## src/rtl/dsi_lane_distributor.sv

```systemverilog
// Re-gears 32-bit packet words into N-byte beats striped over N DSI lanes (N = 1..4), tagging each byte with the packet LP bit.
// Latency: first write the cycle after accept. Backpressure: a beat waits until all its lanes are non-full; in_ready drops above 4 held bytes.
module dsi_lane_distributor #(
  parameter int ACC_BYTES = 8
) (
  input  logic        clk_sys,
  input  logic        rst_n,
  input  logic [1:0]  reg_lanes_number,
  input  logic        in_valid,
  output logic        in_ready,
  input  logic [31:0] in_data,
  input  logic [3:0]  in_strb,
  input  logic        in_lp,
  input  logic        in_last,
  output logic [35:0] lane_fifo_data,
  output logic [3:0]  lane_fifo_write,
  input  logic [3:0]  lane_fifo_full,
  output logic        busy,
  output logic        pkt_done,
  output logic        err_strb
);

  typedef struct packed {
    logic       lp;
    logic [7:0] dat;
  } lane_ent_t;

  logic [ACC_BYTES-1:0][7:0] acc, acc_shift, acc_nxt;
  logic [3:0] acc_cnt, cnt_shift, cnt_nxt;
  logic [3:0] n_act, beat_len, fire_len, strb_len, take_len;
  logic [3:0] wr_mask;
  logic [1:0] n_lat;
  logic       lp_lat, in_packet, last_pend;
  logic       beat_fire, accept, pkt_end, strb_bad;
  lane_ent_t [3:0] lane_ent;

  // A short final beat is only allowed once the packet's last word is in.
  always_comb begin
    n_act = {2'b00, n_lat} + 4'd1;
    if (acc_cnt >= n_act)
      beat_len = n_act;
    else if (last_pend)
      beat_len = acc_cnt;
    else
      beat_len = 4'd0;
    wr_mask = '0;
    for (int k = 0; k < 4; k++)
      wr_mask[k] = (k < int'(beat_len));
  end

  assign beat_fire = rst_n & (beat_len != 4'd0) & ~|(lane_fifo_full & wr_mask);
  assign fire_len  = beat_fire ? beat_len : 4'd0;

  assign strb_len = !in_strb[0] ? 4'd0 :
                    !in_strb[1] ? 4'd1 :
                    !in_strb[2] ? 4'd2 :
                    !in_strb[3] ? 4'd3 : 4'd4;

  assign in_ready = rst_n & (acc_cnt <= 4'd4) & ~last_pend;
  assign accept   = in_valid & in_ready;
  assign take_len = accept ? strb_len : 4'd0;

  assign strb_bad = !(in_strb inside {4'h0, 4'h1, 4'h3, 4'h7, 4'hF}) |
                    (~in_last & (in_strb != 4'hF) & (in_strb != 4'h0));

  assign cnt_shift = acc_cnt - fire_len;
  assign cnt_nxt   = cnt_shift + take_len;
  assign acc_shift = acc >> {fire_len, 3'b000};

  // Accepts only happen with at most 4 bytes left after the shift, so the append never overruns.
  always_comb begin
    acc_nxt = acc_shift;
    for (int j = 0; j < ACC_BYTES; j++) begin
      for (int i = 0; i < 4; i++) begin
        if ((i < int'(take_len)) && (j == int'(cnt_shift) + i))
          acc_nxt[j] = in_data[i*8 +: 8];
      end
    end
  end

  // Second term closes a packet whose last word carried no bytes into an empty accumulator.
  assign pkt_end = last_pend & ((beat_fire & (cnt_nxt == 4'd0)) | (acc_cnt == 4'd0));

  always_comb begin
    lane_ent = '0;
    for (int k = 0; k < 4; k++) begin
      if (beat_fire && wr_mask[k]) begin
        lane_ent[k].lp  = lp_lat;
        lane_ent[k].dat = acc[k];
      end
    end
  end

  assign lane_fifo_data  = lane_ent;
  assign lane_fifo_write = beat_fire ? wr_mask : 4'b0000;
  assign busy            = in_packet | (acc_cnt != 4'd0);

  always_ff @(posedge clk_sys) begin
    if (!rst_n) begin
      acc       <= '0;
      acc_cnt   <= '0;
      in_packet <= 1'b0;
      last_pend <= 1'b0;
      n_lat     <= '0;
      lp_lat    <= 1'b0;
      pkt_done  <= 1'b0;
      err_strb  <= 1'b0;
    end else begin
      acc      <= acc_nxt;
      acc_cnt  <= cnt_nxt;
      pkt_done <= pkt_end;
      if (accept && strb_bad)
        err_strb <= 1'b1;
      if (accept && !in_packet) begin
        n_lat  <= reg_lanes_number;
        lp_lat <= in_lp;
      end
      // accept needs ~last_pend and pkt_end needs last_pend, so they never coincide.
      if (pkt_end) begin
        in_packet <= 1'b0;
        last_pend <= 1'b0;
      end else begin
        if (accept)
          in_packet <= 1'b1;
        if (accept && in_last)
          last_pend <= 1'b1;
      end
    end
  end

endmodule
```

## config.mk

```make
export PLATFORM = sky130hd
export DESIGN_NAME = dsi_lane_distributor
export DESIGN_NICKNAME = d
export VERILOG_FILES = /design/src/rtl/dsi_lane_distributor.sv
export SDC_FILE = /design/constraint.sdc
export NUM_CORES = 1
export LEC_CHECK = 0
export ABC_CLOCK_PERIOD_IN_PS = 8800
export CAP_MARGIN = 20
export CORE_UTILIZATION = 50
export DETAILED_ROUTE_END_ITERATION = 6
export PLACE_DENSITY_LB_ADDON = 0.05
export SLEW_MARGIN = 30
export SYNTH_ARGS = -nofsm -noshare
export SYNTH_HDL_FRONTEND = slang
export SYNTH_SLANG_ARGS = --single-unit
```

## constraint.sdc

```tcl
create_clock -name clk_sys -period 8.8 [get_ports clk_sys]
set_clock_uncertainty 0.05 [all_clocks]
set_input_delay 1.76 -clock clk_sys [delete_from_list [all_inputs] [get_ports clk_sys]]
set_output_delay 1.76 -clock clk_sys [all_outputs]
set_load 0.01 [all_outputs]
```

== Word-level counts from Yosys, hierarchy flattened ==
Index checks and enable logic that the tools add are counted.

* Flip-flop bits (word level): 75
* Input bits: 47
* Output and inout bits: 44
* Word-level logic and storage cells: 181

* $add $sub $neg: 6
* Order comparisons: 10
* Eq/ne operators: 33
* Shifts and indexed selects: 1
* Muxes and demuxes: 45
* Bitwise gates (word level): 16
* Reductions and logical operators: 55

{| class="wikitable"
|+ Operators by type and width
! kind !! number
|-
| $eq 4x32->1 const A || 9
|-
| $mux 8 || 32
|-
| $eq 3x32->1 const A || 6
|-
| $logic_not 32->1 || 4
|-
| $eq 2x32->1 const A || 3
|-
| $shr 64x7->64 || 1
|-
| $logic_and 1x1->1 || 39
|-
| $mux 9 || 4
|-
| $eq 4x4->1 const A || 4
|-
| $mux 4 || 4
|-
| $eq 3x5->1 const A || 3
|-
| $mux 3 || 5
|-
| $logic_not 4->1 || 3
|-
| $reduce_bool 4->1 || 3
|-
| $add 4x2->5 const B || 2
|-
| $and 1x1->1 || 9
|-
| $eq 3x4->1 const A || 2
|-
| $lt 1x4->1 const A || 2
|-
| $lt 2x4->1 const A || 2
|-
| $lt 1x3->1 const A || 2
|-
| $lt 2x3->1 const A || 2
|-
| $add 4x1->5 const B || 1
|-
| $reduce_bool 5->1 || 1
|-
| $add 4x3->4 || 1
|-
| 16 further kinds || 22
|}

== Logic depth before layout (Yosys ltp) ==
* Word-level depth: 16
* Mapped depth: 28
* Mapped depth without buffers: 22

== Least setup slack after synthesis ==
No wires, ideal clock.

* Path kind: input-to-reg
* From: input port lane_fifo_full[1]
* To: register acc[48] (netlist bit)
* Library setup time: 0.122 ns
* Arrival time: 6.487 ns
* Data required time: 8.628 ns
* Path slack: 2.141 ns
* Cell stages on the path: 21
* Buffers on the path: 3
* Cell sequence: o22a_1 -> a2111o_1 -> o21ai_2 -> nand2_2 -> inv_4 -> clkbuf_1 -> ha_1 -> inv_1 -> fa_1 -> xnor2_1 -> inv_1 -> buf_1 -> ha_1 -> buf_1 -> nand3_1 -> a211o_1 -> a211oi_1 -> nor2_1 -> o21ai_2 -> nor3_1 -> a221o_1

* Word-level cells in the longest chain between the ends: 12
* Elaborated cells between the ends (all ways): 22
* Classes of those cells: add/sub (4); eq/ne (4); shift (1); mux (5); bitwise (2); reduce/logical (6)

{| class="wikitable"
|+ RTL lines
! item !! line !! text
|-
| start: declaration || 17 || <nowiki>input logic [3:0] lane_fifo_full,</nowiki>
|-
| $and 4x4->4 * || 51 || <nowiki>assign beat_fire = rst_n & (beat_len != 4'd0) & ~|(lane_fifo_full & wr_mask);</nowiki>
|-
| $reduce_or 4->1 * || 51 ||
|-
| $logic_not 1->1 * || 51 ||
|-
| $and 1x1->1 * || 51 ||
|-
| $mux 4 * || 52 || <nowiki>assign fire_len = beat_fire ? beat_len : 4'd0;</nowiki>
|-
| $sub 4x4->4 || 66 || <nowiki>assign cnt_shift = acc_cnt - fire_len;</nowiki>
|-
| $add 4x1->5 or $eq 4x4->1 (tied branches) || 75 || <nowiki>if ((i < int'(take_len)) && (j == int'(cnt_shift) + i))</nowiki>
|-
| $eq 4x32->1 or $logic_and 1x1->1 (tied branches) || 75 ||
|-
| $logic_and 1x1->1 or $mux 8 (tied branches) || 75 ||
|-
| $mux 8 (2 in a row) || 75 ||
|-
| $mux 8 * || 75 ||
|-
| end signal: assignment || 109 || <nowiki>acc <= acc_nxt;</nowiki>
|-
| end: declaration || 28 || <nowiki>logic [ACC_BYTES-1:0][7:0] acc, acc_shift, acc_nxt;</nowiki>
|}

Mark *: on every way between the ends. The rest lies on a longest branch, timed or not.
A chain may end at the register's enable or synchronous reset.

== Worst setup path after layout ==
* From: input port rst_n
* To: register acc[11] (netlist bit)

* Word-level cells in the longest chain between the ends: 10
* Elaborated cells between the ends (all ways): 28
* Classes of those cells: add/sub (4); order compare (4); eq/ne (4); shift (1); mux (6); bitwise (5); reduce/logical (4)

{| class="wikitable"
|+ RTL lines
! item !! line !! text
|-
| start: declaration || 7 || <nowiki>input logic rst_n,</nowiki>
|-
| $and 1x1->1 (on tied branches) (2 in a row) || 51, 59 ||
|-
| $mux 4 or $and 1x1->1 (tied branches) || 52, 60 ||
|-
| $sub 4x4->4 or $mux 3 (tied branches) || 66, 61 ||
|-
| $add 4x1->5, or another cell as far along || 75 ||
|-
| $eq 2x32->1 or $logic_and 1x1->1 (tied branches) || 75 ||
|-
| $logic_and 1x1->1 or $mux 8 (tied branches) || 75 ||
|-
| $mux 8 (3 in a row) || 75 ||
|}

Several ways; a longest one is shown, not always the timed one.

==> metrics.md <==
| Metric | Value |
|---|---|
| Status | finished with violations |
| Failing checks | DRC |
| Seq cells post-synth | 75 |
| Cell taking the most area after synthesis | dfxtp_1 |
| Achievable frequency | 131 MHz |
| Sequential cell area | around 1500 µm² |
| RSZ-0062 raised after global routing | false |
| Post-Syn Area per Cell | just over 7 µm² |
| EDFF count, synth | 0 |
| Main flop type after synthesis | dfxtp_1 |
| Final Critical Period | 7.62 ns |
| GP Congestion | 0.957 |
| Row cnt | 44 |
| CP max FO | 28 |
| Final nets | 1104 |
| Largest net degree at the start of global routing | 46 |
| DP Area | 8230 µm² |
| FFs w/ async S/R, synth | 0% |
| Final setup vio count | 0 |
| Core ar. | roughly 14000 µm² |
| Routed wire per std cell | 24.2 µm |
| Final Hold Slack | 0.417 ns |
| I/O pins | 91 |
| First-pass GRT wire length | 45.6 mm |
| Total power draw | 2.03 mW |
| Yosys warns | 0 |
| Reg clk slew, reported paths | approximately 0.060 ns |
| Grt ovf | 0 |
| Yosys top cell area share | 20.3% |
| Cts hold-fix bufs | 0 |
| Max-Cap Viols | 0 |
| Die ar. | 15300 µm² |
| Power per cell area | approximately 240 nW/µm² |
| Share of layout cells above drive strength 1 | 7.63% |
| Synthesized Nets | 1088 |
| Cell area after layout | 8570 µm² |
| Worst min-delay path category | reg -> reg |
| Num CTS Buffers | 9 |
| Crit share post-route | 86.6% |
| Slew margin rel. | 30.7% |
| CTS tree | done |
| Synth-to-layout area growth | 16.0% |
| # diodes | 0 |
| Netlist Area Pre-Place | 7390 µm² |
| Hold violation total from the final report | 0 |
| Critical path type | in -> reg |
| Setup WS post-layout | 1.18 ns |
| Detail Placement HPWL | 22.0 mm |
| Vias in the first global route | 7644 |
| Max Slew Vio Count | 0 |
| Layout Cells excl Fill | 1232 |
| Startpoint types | input pin |
| Worst R2R Setup Slack | roughly 1.7 ns |
| Post-CTS Setup Inserts | 0 |
| Critical path required time | between 9 and 10 ns |
| Critical Path Sink Type | register |
| Detailed-route via count | 8703 |
| Least-Margin Pin Slew | between 1 and 1.5 ns |
| # clock sinks | 75 |
| Antenna violations before repair | 0 |
| Most common cell in the synthesized netlist | nand2_1 |
| Setup tns final | 0 ns |
| Top post-synthesis cells by area | dfxtp_1 (20%), a21oi_1 (5.6%), o21ai_0 (4.5%) |
| First drt pass iteration count | 7 |
| Dpl cells | between 1000 and 1500 |
| Clock Path Buffers | 2 |
| Total Wirelength | about 30 mm |
| Setup slack at placement | 1.02 ns |
| Critical path arrival | 7.85 ns |
| H-tree levels | 3 |
| Post-DRT Antenna Nets | 0 |
| Total GRT Usage | between 30% and 40% |
| Unique masters post-synth | 87 |
| Post-CTS Resized | 0 |
| IO buf count | 90 |
| Leakage | 2.90 nW |
| Root Buffer | clkbuf_16 |
| Starting density of the core | a little over 50% |
| Final core occ | 59.2% |
| Sequential area share after synthesis | 20.3% |
| Remaining DRCs | 12 |
| Avg Vias per Cell | 7.06 |
| Die Ht | ~120 µm |
| Synth top cells by count | nand2_1 (89), a21oi_1 (83), dfxtp_1 (75) |
| Post-synthesis instance total | approximately 1000 |
| VDD IR-drop max | between 0.2 and 0.3 mV |
| Multi-input logic area | 5380 µm² |
| Die X | 124 µm |
| FILL cells | between 1000 and 1500 |
| First-iteration detailed-routing DRC count | 1213 |
| Worst skew pair latency | 0.36 ns |
-- flip-flops by register name, summed over array words and instances (netlist names) --
name and flops:
last_pend 1, n_lat 2, in_packet 1, acc 64, err_strb 1, acc_cnt 4
lp_lat 1, pkt_done 1
-- kinds of logic (layout without fill, tap and decap cells) --
kind of cell    count (synthesis)  in the layout  synth area share (%)
simple gates                  414            414                  30.7
compound gates                363            363                  33.6
buf+inv                       127            148                  7.33
flops                          75             75                  20.3
mux                            28             28                  3.96
fa+ha+maj                      14             14                  2.57
xor+xnor                        6              6                  1.46
-- cell type report --
class / instances / share of cell area, %
multi-input cells: 825 / 62.7
well taps: 184 / 2.69
inverters: 24 / 1.09
clock inverters: 6 / 1.09
flip-flops and latches: 75 / 17.5
repair buffers: 108 / 12.1
clock buffers: 10 / 2.79
-- worst paths after layout --
path | startpoint | cells after the start | end
hold reg to reg | acc[6] | 2 | acc[6]
setup reg to reg | n_lat[0] | 22 | acc[11]
hold / removal | acc[6] | 2 | acc[6]
setup / recovery | rst_n | 21 | acc[11]
-- worst max-delay path, cell delays in order --
cell and delay [ns]:
clkdlybuf4s50_1 0.46, buf_4 0.32, inv_1 0.10, nor2_1 0.25, o211a_1 0.23, nand2_2 0.24
inv_4 0.42, ha_1 0.26, inv_1 0.06, fa_1 0.38, xnor2_1 0.14, buf_4 0.19
inv_1 0.39, ha_1 0.44, or3_1 0.39, a211o_1 0.29, nand2_1 0.09, nand2_1 0.32
and4_1 0.51, or3_1 0.44, a32oi_1 0.15
-- per-layer routing --
layer  share of wire (%)  up-vias  routed length (µm)  global-route usage (%)
li1                    -     3962                   -                       -
met1                  43     3997               12700                    58.4
met2                  41      683               12100                    54.8
met3                  15       61                4450                    12.5
met4                 1.8        0                 534                    11.0
met5                   0        -                   0                       0
-- power by group --
group	internal [mW]	switching [mW]
Sequential	0.399	0.0634
Combinational	0.367	0.771
Clock	0.260	0.175
-- layout by cell type (no fill, tap or decap), drive strengths merged, types with 25 or more instances in the layout --
cell type,synthesis,routed
nand2,91,91
nand3,56,56
o21ai,86,86
nand4,40,40
inv,23,26
clkdlybuf4s50,0,90
nor2,70,70
dfxtp,75,75
a21oi,84,84
and2,41,41
and3,25,25
Note: power is estimated with default switching activity, not from simulation.
